==> src/rtl/pc_unit.sv <==
// Program-counter unit: sequential/branch/jump/call/return with a circular
// return-address stack.
module pc_unit #(
  parameter int unsigned       WIDTH     = 16,
  parameter int unsigned       DEPTH     = 4,
  parameter logic [WIDTH-1:0]  RESET_VEC = '0,
  parameter int unsigned       INC       = 1
) (
  input  logic                       clk,
  input  logic                       rst_n,
  input  logic                       stall,
  input  logic [2:0]                 op,
  input  logic [WIDTH-1:0]           offset,
  input  logic [WIDTH-1:0]           target,
  output logic [WIDTH-1:0]           pc,
  output logic [$clog2(DEPTH):0]     ras_count,
  output logic                       ras_full,
  output logic                       ras_empty,
  output logic                       ras_err
);

  localparam int unsigned PW = $clog2(DEPTH);
  localparam int unsigned CW = PW + 1;

  localparam logic [2:0] OP_BR   = 3'd1;
  localparam logic [2:0] OP_JMP  = 3'd2;
  localparam logic [2:0] OP_CALL = 3'd3;
  localparam logic [2:0] OP_RET  = 3'd4;

  logic [WIDTH-1:0] pc_q, pc_d;
  logic [PW-1:0]    sp_q, sp_d;
  logic [CW-1:0]    cnt_q, cnt_d;
  logic             err_q, err_d;
  logic [WIDTH-1:0] ras_q [DEPTH];
  logic             push_en;
  logic [WIDTH-1:0] pc_inc;
  logic             full_c, empty_c;

  assign pc_inc  = pc_q + WIDTH'(INC);
  assign full_c  = (cnt_q == CW'(DEPTH));
  assign empty_c = (cnt_q == '0);

  // Next-PC and RAS pointer/count/error selection.
  always_comb begin
    pc_d    = pc_q;
    sp_d    = sp_q;
    cnt_d   = cnt_q;
    err_d   = err_q;
    push_en = 1'b0;
    if (!stall) begin
      case (op)
        OP_BR:   pc_d = pc_q + offset;
        OP_JMP:  pc_d = target;
        OP_CALL: begin
          push_en = 1'b1;
          pc_d    = target;
          sp_d    = sp_q + PW'(1);
          if (full_c) err_d = 1'b1;
          else        cnt_d = cnt_q + CW'(1);
        end
        OP_RET: begin
          if (empty_c) begin
            pc_d  = pc_inc;
            err_d = 1'b1;
          end else begin
            pc_d  = ras_q[sp_q - PW'(1)];
            sp_d  = sp_q - PW'(1);
            cnt_d = cnt_q - CW'(1);
          end
        end
        default: pc_d = pc_inc;
      endcase
    end
  end

  // PC and RAS control state; reset clears everything except entry contents.
  always_ff @(posedge clk or negedge rst_n) begin
    if (!rst_n) begin
      pc_q  <= RESET_VEC;
      sp_q  <= '0;
      cnt_q <= '0;
      err_q <= 1'b0;
    end else begin
      pc_q  <= pc_d;
      sp_q  <= sp_d;
      cnt_q <= cnt_d;
      err_q <= err_d;
    end
  end

  // RAS entry storage; a full-stack push overwrites the oldest slot.
  always_ff @(posedge clk) begin
    if (push_en) ras_q[sp_q] <= pc_inc;
  end

  assign pc        = pc_q;
  assign ras_count = cnt_q;
  assign ras_full  = full_c;
  assign ras_empty = empty_c;
  assign ras_err   = err_q;

endmodule

==> config.mk <==
export PLATFORM = sky130hd
export DESIGN_NAME = pc_unit
export DESIGN_NICKNAME = d
export VERILOG_FILES = /design/src/rtl/pc_unit.sv
export SDC_FILE = /design/constraint.sdc
export NUM_CORES = 1
export LEC_CHECK = 0
export CAP_MARGIN = 10
export CORE_MARGIN = 5
export CORE_UTILIZATION = 50
export CTS_CLUSTER_DIAMETER = 200
export DETAILED_ROUTE_END_ITERATION = 16
export PLACE_DENSITY = 0.73
export SYNTH_ARGS = -nofsm -noshare
export SYNTH_HDL_FRONTEND = slang
export SYNTH_SLANG_ARGS = --single-unit
==> constraint.sdc <==
create_clock -name clk -period 3.6 [get_ports clk]
set_input_delay 0.72 -clock clk [delete_from_list [all_inputs] [get_ports clk]]
set_output_delay 0.72 -clock clk [all_outputs]
set_load 0.01 [all_outputs]
Word-level counts from Yosys, hierarchy flattened
Memories as Yosys holds them, arrays and structs flattened.
Cells that the tools add are included.
{"block": "classes", "n_addsub": 6, "n_eq_ne": 9, "mux": 14, "n_bitwise": 1, "n_reduce_logical": 6}
{"op": "$pmux 16 s3", "count": 1}
{"op": "$add 16x1->16 const B", "count": 1}
{"op": "$add 16x16->16", "count": 1}
{"op": "$mux 16", "count": 1}
{"op": "$ne 2x2->1 const B", "count": 4}
{"op": "$reduce_and 4->1", "count": 2}
{"op": "$eq 3x2->1 const B", "count": 2}
{"op": "$eq 3x3->1 const B", "count": 2}
{"op": "$mux 1", "count": 6}
{"op": "$mux 3", "count": 2}
{"op": "$pmux 3 s2", "count": 1}
{"op": "$pmux 2 s2", "count": 1}
{"op": "$add 3x1->3 const B", "count": 1}
{"op": "$eq 3x1->1 const B", "count": 1}
{"op": "$logic_not 3->1", "count": 1}
{"op": "$reduce_and 3->1", "count": 1}
{"op": "$sub 3x1->3 const B", "count": 1}
{"op": "$add 2x1->2 const B", "count": 1}
{"op": "$mux 2", "count": 1}
{"op": "$pmux 1 s2", "count": 1}
{"op": "$reduce_bool 2->1", "count": 1}
{"op": "$reduce_or 2->1", "count": 1}
{"op": "$sub 2x1->2 const B", "count": 1}
{"op": "$not 1->1", "count": 1}
{"block": "totals", "regBits": 22, "ram_bits": 64, "in_bits": 38, "out_inout_bits": 22, "elab_cells": 41, "memories": 1}
{"memory": "ras_q", "words": 4, "word_bits": 16, "read_ports": 1, "rd_clocked_by_memory_dff": 0, "write_ports": 1, "line_no": "34", "text": "logic [WIDTH-1:0] ras_q [DEPTH];"}

Depth between registers and ports, before layout
{"block": "depth", "ltp_word": 5, "ltp_mapped": 11}

Worst setup path before layout
OpenSTA, ideal clock, no wires.
{"block": "synth_path", "path_kind": "in2reg", "from": "input offset[0]", "to": "register pc_q[12] (netlist: pc[12])", "setup_ns": 0.082, "arrival_time_ns": 2.536, "path_slack_ns": 0.982, "cell_stages": 8, "n_path_buf": 0, "path_cell_list": "ha_1 fa_1 a21oi_1 o211ai_1 a2111oi_0 o31a_2 o21ai_0 a31oi_1"}
{"block": "synth_between", "elab_chain_len": 2}
{"element": "start: declaration", "line_no": "13", "text": "input logic [WIDTH-1:0] offset,"}
{"element": "$add 16x16->16", "line_no": "52", "text": "OP_BR: pc_d = pc_q + offset;"}
{"element": "$pmux 16 s3", "line_no": "51", "text": "case (op)"}
{"element": "end signal: assignment", "line_no": "84", "text": "pc_q <= pc_d;"}
{"element": "end: declaration", "line_no": "30", "text": "logic [WIDTH-1:0] pc_q, pc_d;"}
No other way between the ends.
A chain may end at the register's enable or synchronous reset.

Final worst setup path
Same ends and word-level chain as after synthesis.

==> summary.md <==
| Metric | Value |
|---|---|
| Synth Flop Type | `edfxtp_1` |
| Maxcap violations | `0` |
| Critical Path RT | `approximately 3.9 ns` |
| FF+latch count, synth | `86` |
| Ratio of cells with drive above 1 in the final layout | `0.1148` |
| CP top delay family | `compound AO/OA/AOI/OAI gates` |
| Layout Cells excl Fill | `582` |
| Clock Path Buffers | `2` |
| Final worst-path cycle share | `0.8231` |
| Final worst slack | `about 0.64 ns` |
| Slew @ Worst Pin | `a little under 0.6 ns` |
| Nets | `508` |
| Core Area | `9240 um2` |
| Cts hold-fix bufs | `0` |
| TritonCTS Sinks | `between 80 and 90` |
| Final Util | `0.6180` |
| Slew HR | `0.6038` |
| Setup Fix Bufs, Post-CTS | `0` |
| Final Hold Fails | `0` |
| Peak fanout along the critical path | `3` |
| H-tree depth | `3` |
| GRT overflow | `0` |
| DP Cell Count | `approximately 570` |
| GP Congestion | `roughly 0.89` |
| DIE AREA | `roughly 12000 um2` |
| Routed length per instance | `between 15 and 20 um` |
| CTS clock-pin slew for the worst setup and hold paths | `around 0.10 ns` |
| Rows | `35` |
| Crit Reg-Reg Endpoint | `pc[12]` |
| CTS tree | `built` |
| Static leakage | `between 2 and 2.5 nW` |
| Initial DRC count | `~180` |
| # resized after CTS | `0` |
| Overall routed net length | `~11000 um` |
| Net Count, Synth | `440` |
| Post-DP Area | `approximately 5500 um2` |
| First-pass GRT wire length | `between 15000 and 20000 um` |
| Crit path kind | `input port to flop` |
| Number of synthesized flops with an enable pin | `64` |
| CP Capture Type | `flop` |
| Die width | `between 100 and 150 um` |
| Cell area power density | `between 600 and 700 nW/um2` |
| Sequential area share after synthesis | `0.5207` |
| Reg2reg start | `pc[0]` |
| Post-Synthesis Cells | `380` |
| Crit path arrival time | `3.24 ns` |
| Antenna violations before repair | `0` |
| Final Power | `about 3.7 mW` |
| Gr usage total | `0.2061` |
| Final min period | `just under 3 ns` |
| Most numerous cell in the Yosys netlist | `edfxtp_1` |
| Min-delay src | `ras_err` |
| WP buf/inv | `1` |
| Top cells by count, synth | `edfxtp_1 (64), a21oi_1 (25), dfrtp_1 (22)` |
| Max Clk Rate | `around 340 MHz` |
| Largest net degree at the start of global routing | `23` |
| Vias | `between 3000 and 4000` |
| Slowest cell on crit path | `a2111oi_0` |
| Asr flop ratio synth | `0.2558` |
| Avg Cell Area, Syn | `12.50 um2` |
| Yosys top cell by area | `edfxtp_1` |
| DIE HEIGHT | `107.5 um` |
| Vias per Instance | `5.964` |
| Worst min path class | `flop to flop` |
| Area of the mapped netlist | `4748 um2` |
| Startpoint Class | `input port` |
| Setup violators final | `0` |
| Synth-to-Final Area Change | `20.26%` |
| Worst hold path depth | `1` |
| Vias in the first global route | `3549` |
| Final instance area | `around 5700 um2` |
| Worst Hold Endpoint | `ras_err` |
| Crit-path max cell delay | `between 0.5 and 0.6 ns` |
| Drt first pass iters | `4` |
| Detailed placement HPWL | `approximately 8500 um` |
| Clock root cell | `clkbuf_8` |
| Antenna cell count | `0` |
| Count of input and output buffers | `around 60` |
| Cell Chain, Critical Path | `clkdlybuf4s50_1 > ha_1 > fa_1 > a21oi_1 > o211ai_1 > a2111oi_0 > o31a_2 > o21ai_0 > a31oi_1` |
| Hold slack | `approximately 0.49 ns` |
| Synth top area cells | `edfxtp_1 (40%), dfrtp_1 (12%), mux4_2 (7.6%)` |
| Synth cell types | `58` |
| Worst Skew | `about 0.016 ns` |
| Worst R2R Setup Slack | `0.91 ns` |
| Pins Over Slew Limit | `0` |
| RSZ-0062 raised after global routing | `no` |
| Routed Antenna Nets | `0` |
| Setup TNS | `0 ns` |
| CTS Buf Count | `9` |
| Initial Utilization | `0.5139` |
| I/O pin cnt | `60` |
| Share of the synthesized area in the top cell type | `0.4047` |
| DP Worst Slack | `0.2732 ns` |
| Status | `completed` |
| Synth warn | `0` |
| Drt drc | `0` |
| Skew-Pair Late Insertion Delay | `0.37 ns` |
| Worst r2r path cells | `8` |
| Worst vdd ir | `0.0002957 V` |
-- final cells by class --
class | count | area, um2
Fill cell | 725 | 3530
Sequential cell | 86 | 2472
Multi-Input combinational cell | 263 | 2138
Timing Repair Buffer | 70 | 673.1
Tap cell | 129 | 161.4
Clock buffer | 9 | 123.9
Clock inverter | 7 | 73.82
Inverter | 18 | 67.56
-- worst max-delay path by stage --
| stage | start | endpoint | slack, ns | depth (start not counted) |
|---|---|---|---|---|
| 4_1_cts | offset[0] | pc[12] | 0.65 | 9 |
| 5_1_grt | offset[0] | pc[12] | 0.43 | 9 |
| 2_1_floorplan | offset[0] | pc[12] | 0.98 | 8 |
| 6_report | offset[0] | pc[12] | 0.64 | 9 |
| 3_5_place_dp | offset[0] | pc[12] | 0.27 | 9 |
| 3_3_place_gp | offset[0] | pc[12] | 0.35 | 9 |
-- registers in the layout, summed over array words and instances, names as in the netlist --
signal,flops
ras_err,1
ras_count,3
ras_q,64
pc,16
sp_q,2
-- layout by cell type (no fill, tap or decap), types with 14 or more instances in the layout --
cell,instances
ha_1,20
o21ai_0,19
inv_1,18
dfrtp_1,22
a21oi_1,25
nand3_1,14
nor2_1,19
mux4_2,16
edfxtp_1,64
nand2_1,14
clkdlybuf4s50_1,59
xnor2_1,18
-- layer usage --
layer  vias to the layer above  part of all wire  track usage
li1                       1632                 -            -
met1                      1709              0.44       0.2730
met2                       101              0.49       0.3365
met3                        29             0.043      0.03179
met4                         0             0.032      0.09107
met5                         -                 0            0
-- kinds of logic (layout without fill, tap and decap cells) --
group           Yosys count  after routing  synth area share
compound gates          107            107            0.1560
flops                    86             86            0.5207
fa+ha+maj                22             22           0.06113
simple gates             87             87           0.09908
xor+xnor                 27             27           0.04980
buf+inv                  31            104           0.02898
mux                      20             20           0.08432
-- worst register-to-register path, cell delays in order (launching register included) --
cell,delay (ns)
dfrtp_1,0.47
ha_1,0.26
fa_1,0.41
a21oi_1,0.25
o211ai_1,0.17
a2111oi_0,0.58
o31a_2,0.23
o21ai_0,0.07
a31oi_1,0.16
-- where the power goes --
part	switching [mW]	internal, mW	leakage [nW]
registers	0.148	1.25	0.825
logic	0.835	0.755	1.16
clock network	0.389	0.273	0.101
Power figures use the tool's default switching activity.
==> edit 1: new RTL, same flow settings <==
`WIDTH`: 16 -> 32.
--- a/src/rtl/pc_unit.sv
+++ b/src/rtl/pc_unit.sv
@@ -3,3 +3,3 @@
 module pc_unit #(
-  parameter int unsigned       WIDTH     = 16,
+  parameter int unsigned       WIDTH     = 32,
   parameter int unsigned       DEPTH     = 4,
Interface: changed (resized offset, pc and target); port bits go from 60 to 108. No check against the original RTL was run, so the function may have changed too.
==> edit 1 against the original RTL <==
Utilization decreased by 0.29 points; cell area rose by 100%; power rose by 110%; setup slack worse by 210 ps; highest routed layer unchanged; wire length grew 120%; sequential cell count increased by 80; count of clock-buffer cells in the layout grew 8; critical path depth is 5 higher; area after synthesis is 98% higher; sequential power rose by 92%.
==> edit 1: results (changes against the original RTL) <==
| Metric | Value |
|---|---|
| P_int | `4.84 mW (+110%)` |
| Largest register FFs | `128 (+100%)` |
| R2r endpoint | `pc[28]` |
| GRT Total Usage | `0.229 (+0.0226)` |
| Slowest CP cell | `clkdlybuf4s50_1` |
| Vias in the first global route | `6827 (+92%)` |
| GR met1 Demand/Resource | `0.331 (+0.0584)` |
| Met3 wire len | `2260 µm (+370%)` |
| Peak per-stage delay on the critical path | `460 ps (-120 ps)` |
| Yosys cell types | `66 (+14%)` |
| DRT iter0 DRCs | `791 (+330%)` |
| Area contributors post-synth | `edfxtp_1 (41%), dfrtp_1 (10%), mux4_2 (7.7%)` |
| Vias per cell | `6.21 (+4.2%)` |
| Worst Path Max Fanout | `4 (+1)` |
| CTS clk-pin slew, worst paths | `80 ps (-20 ps)` |
| Post-synthesis adder-cell area fraction | `0.0523 (-0.00886)` |
| Outcome | `finished clean` |
| DP Area | `0.0108 mm² (+96%)` |
| Place WS | `-3.05 ps (-276 ps)` |
| CTS root buf | `clkbuf_16` |
| Seq/Total Area, Yosys | `0.511 (-0.00968)` |
| Seq power | `2.69 mW (+92%)` |
| Worst min path class | `in2async` |
| Sw frac | `0.374 (-0.00215)` |
| Worst Skew | `11.7 ps (-4.34 ps)` |
| DR WL/cell | `21.6 µm (+12%)` |
| Routed wl met2 | `11400 µm (+110%)` |
| Worst hold margin | `379 ps (-113 ps)` |
| Layout Nets | `1010 (+99%)` |
| Max_slew headroom | `0.455 (-0.149)` |
| Met2 Use GR | `0.349 (+0.0122)` |
| Reg2Reg Depth | `11 (+3)` |
| Arr. time, crit path | `3500 ps (+260 ps)` |
| WL met1 | `10600 µm (+120%)` |
| TritonCTS buffer count | `17 (+8)` |
| Met3 Use GR | `0.0453 (+0.0135)` |
| H-tree depth | `4 (+1)` |
| Maximum VDD drop | `356 µV (+20%)` |
| Routability cong. | `0.902 (+1.0%)` |
| Worst skew pair latency | `430 ps (+60 ps)` |
| Share of cells above drive strength 1 | `0.120 (+0.00543)` |
| Worst r2r src | `pc[5]` |
| Port Buffers | `107 (+81%)` |
| Filler cell count in the final layout | `1412 (+95%)` |
| P_clk | `1.90 mW (+190%)` |
| Worst Setup EP | `pc[22]` |
| XOR/XNOR share of the synthesized area | `0.0512 (+0.00140)` |
| First-pass DRT Iterations | `5 (+1)` |
| Synth Area in Compound Gates | `0.164 (+0.00843)` |
| Dpl hpwl | `17900 µm (+110%)` |
| Syn nets | `899 (+100%)` |
| Leak | `4.15 nW (+100%)` |
| Async S/R FF share, synth | `0.229 (-0.0269)` |
| Pin count of the biggest net entering global routing | `32 (+39%)` |
| Post-synthesis mux area share | `0.0800 (-0.00431)` |
| Post-synth EDFFs | `128 (+100%)` |
-- edit 1: final cells by class --
type                       count  area [µm²]  area share
multi-input combinational    556        4320       0.378
timing repair buffer         130        1270       0.111
tap                          234         293      0.0256
clock buffer                  17         425      0.0372
sequential                   166        4800       0.420
inverter                      31         116      0.0102
clock inverter                15         208      0.0182
-- edit 1: critical path, delay by kind of cell --
| kind | cells | cell delay [ps] |
|---|---|---|
| buffers and inverters | 3 | 670 |
| AO/OA/AOI/OAI | 6 | 1080 |
| XOR/XNOR | 1 | 150 |
| AND/OR/NAND/NOR | 2 | 320 |
| adder cells (fa/ha/maj) | 2 | 570 |
-- edit 1: through the flow --
| stage | instances | utilization | TNS (ps) |
|---|---|---|---|
| global route | 1149 | 0.615 | 0 |
| CTS | 1149 | 0.615 | 0 |
| detailed placement | 1117 | 0.581 | -3.05 |
| finish | 1149 | 0.615 | 0 |
| floorplan | 791 | - | 0 |
| global placement | 1117 | 0.581 | 0 |
==> edit 2: new RTL, config.mk and constraints unchanged <==
Made on the original files. Register the input `target` before use. The logic sees it one clock later. The other inputs are not delayed to match.
--- a/src/rtl/pc_unit.sv
+++ b/src/rtl/pc_unit.sv
@@ -29,2 +29,8 @@
 
+  logic [WIDTH-1:0] target_q;
+
+  always_ff @(posedge clk) begin
+    target_q <= target;
+  end
+
   logic [WIDTH-1:0] pc_q, pc_d;
@@ -52,6 +58,6 @@
         OP_BR:   pc_d = pc_q + offset;
-        OP_JMP:  pc_d = target;
+        OP_JMP:  pc_d = target_q;
         OP_CALL: begin
           push_en = 1'b1;
-          pc_d    = target;
+          pc_d    = target_q;
           sp_d    = sp_q + PW'(1);
Behaviour: not the same (Yosys sat finds a counterexample within 4 cycles, from zero or initial values and one cycle with rst_n low).
==> edit 2 against the original RTL <==
Wire length rose by 1.3%; area after synthesis rose by 9.9%; count of clock-buffer cells in the layout rose by 1; cell area rose by 8.0%; die area rose by 9.0%; power rose by 7.3%; sequential cell count rose by 16; setup slack improved by 230 ps; critical endpoint is now pc[15].
==> edit 2: results (changes against the original RTL) <==
| Metric | Value |
|---|---|
| Final WL | `11400 µm (+1.3%)` |
| Reg2reg setup slack | `1030 ps (+120 ps)` |
| WL met1 | `5380 µm (+9.3%)` |
| Area contributors post-synth | `edfxtp_1 (37%), dfrtp_1 (11%), dfxtp_1 (6.1%)` |
| Worst r2r src | `sp_q[1]` |
| Slowest CP cell | `o211ai_1` |
| XOR/XNOR share of the synthesized area | `0.0520 (+0.00222)` |
| Worst Setup EP | `pc[15]` |
| GRT Total Usage | `0.186 (-0.0197)` |
| Pin count of the biggest net entering global routing | `37 (+61%)` |
| Post-synth top cells | `edfxtp_1 (64), a21oi_1 (28), nand2_1 (24)` |
| Switch Pwr | `1.39 mW (+1.4%)` |
| Maximum VDD drop | `260 µV (-12%)` |
| Outcome | `finished clean` |
| R2r endpoint | `pc[14]` |
| Sequential Power Share | `0.408 (+0.025)` |
| Vias in the first global route | `3498 (-1.4%)` |
| Arr. time, crit path | `3050 ps (-190 ps)` |
| Peak per-stage delay on the critical path | `430 ps (-150 ps)` |
| Post-layout util | `0.603 (-0.0153)` |
| Reg2Reg Depth | `7 (-1)` |
| Routed wl met2 | `5280 µm (-4.2%)` |
| Met2 Use GR | `0.296 (-0.0409)` |
| Crit path from | `offset[4]` |
| Post-synthesis mux area share | `0.0877 (+0.00343)` |
| Met3 wire len | `594 µm (+22%)` |
| Least-Margin Pin Slew | `1090 ps (+513 ps)` |
| Worst Path Max Fanout | `5 (+2)` |
| Share of cells above drive strength 1 | `0.0828 (-0.0320)` |
| Pwr Total | `3.92 mW (+7.3%)` |
| Worst Skew | `13.0 ps (-3.09 ps)` |
| Post-synthesis adder-cell area fraction | `0.0556 (-0.00551)` |
| Global-route wire length before repair | `18300 µm (+0.42%)` |
| Async S/R FF share, synth | `0.216 (-0.0401)` |
edit 2: cell types whose count changed after synthesis, sizes merged, moves of 3 or more:
cell    delta
a21o       -3
a21oi      +4
a22oi      +4
a31oi      -3
and3       +4
buf        +3
dfxtp     +16
nand2     +10
nand2b     +3
nand3      -3
nor2       -9
o22ai      -3
xnor2      +4
edit 2: worst min-delay path by stage:
stage             from      end  slack (ps)  cells past startpoint
2_1_floorplan    rst_n    pc[0]         420                      0
3_3_place_gp   ras_err  ras_err         480                      1
3_5_place_dp   ras_err  ras_err         490                      1
4_1_cts        ras_err  ras_err         520                      1
5_1_grt        ras_err  ras_err         540                      1
6_report       ras_err  ras_err         520                      1
edit 2: layout make-up:
| type | count | share of cell area |
|---|---|---|
| Clock buffer | 10 | 0.0207 |
| Clock inverter | 6 | 0.0128 |
| Inverter | 17 | 0.0103 |
| Multi-Input combinational cell | 269 | 0.368 |
| Sequential cell | 102 | 0.453 |
| Tap cell | 136 | 0.0276 |
| Timing Repair Buffer | 67 | 0.108 |
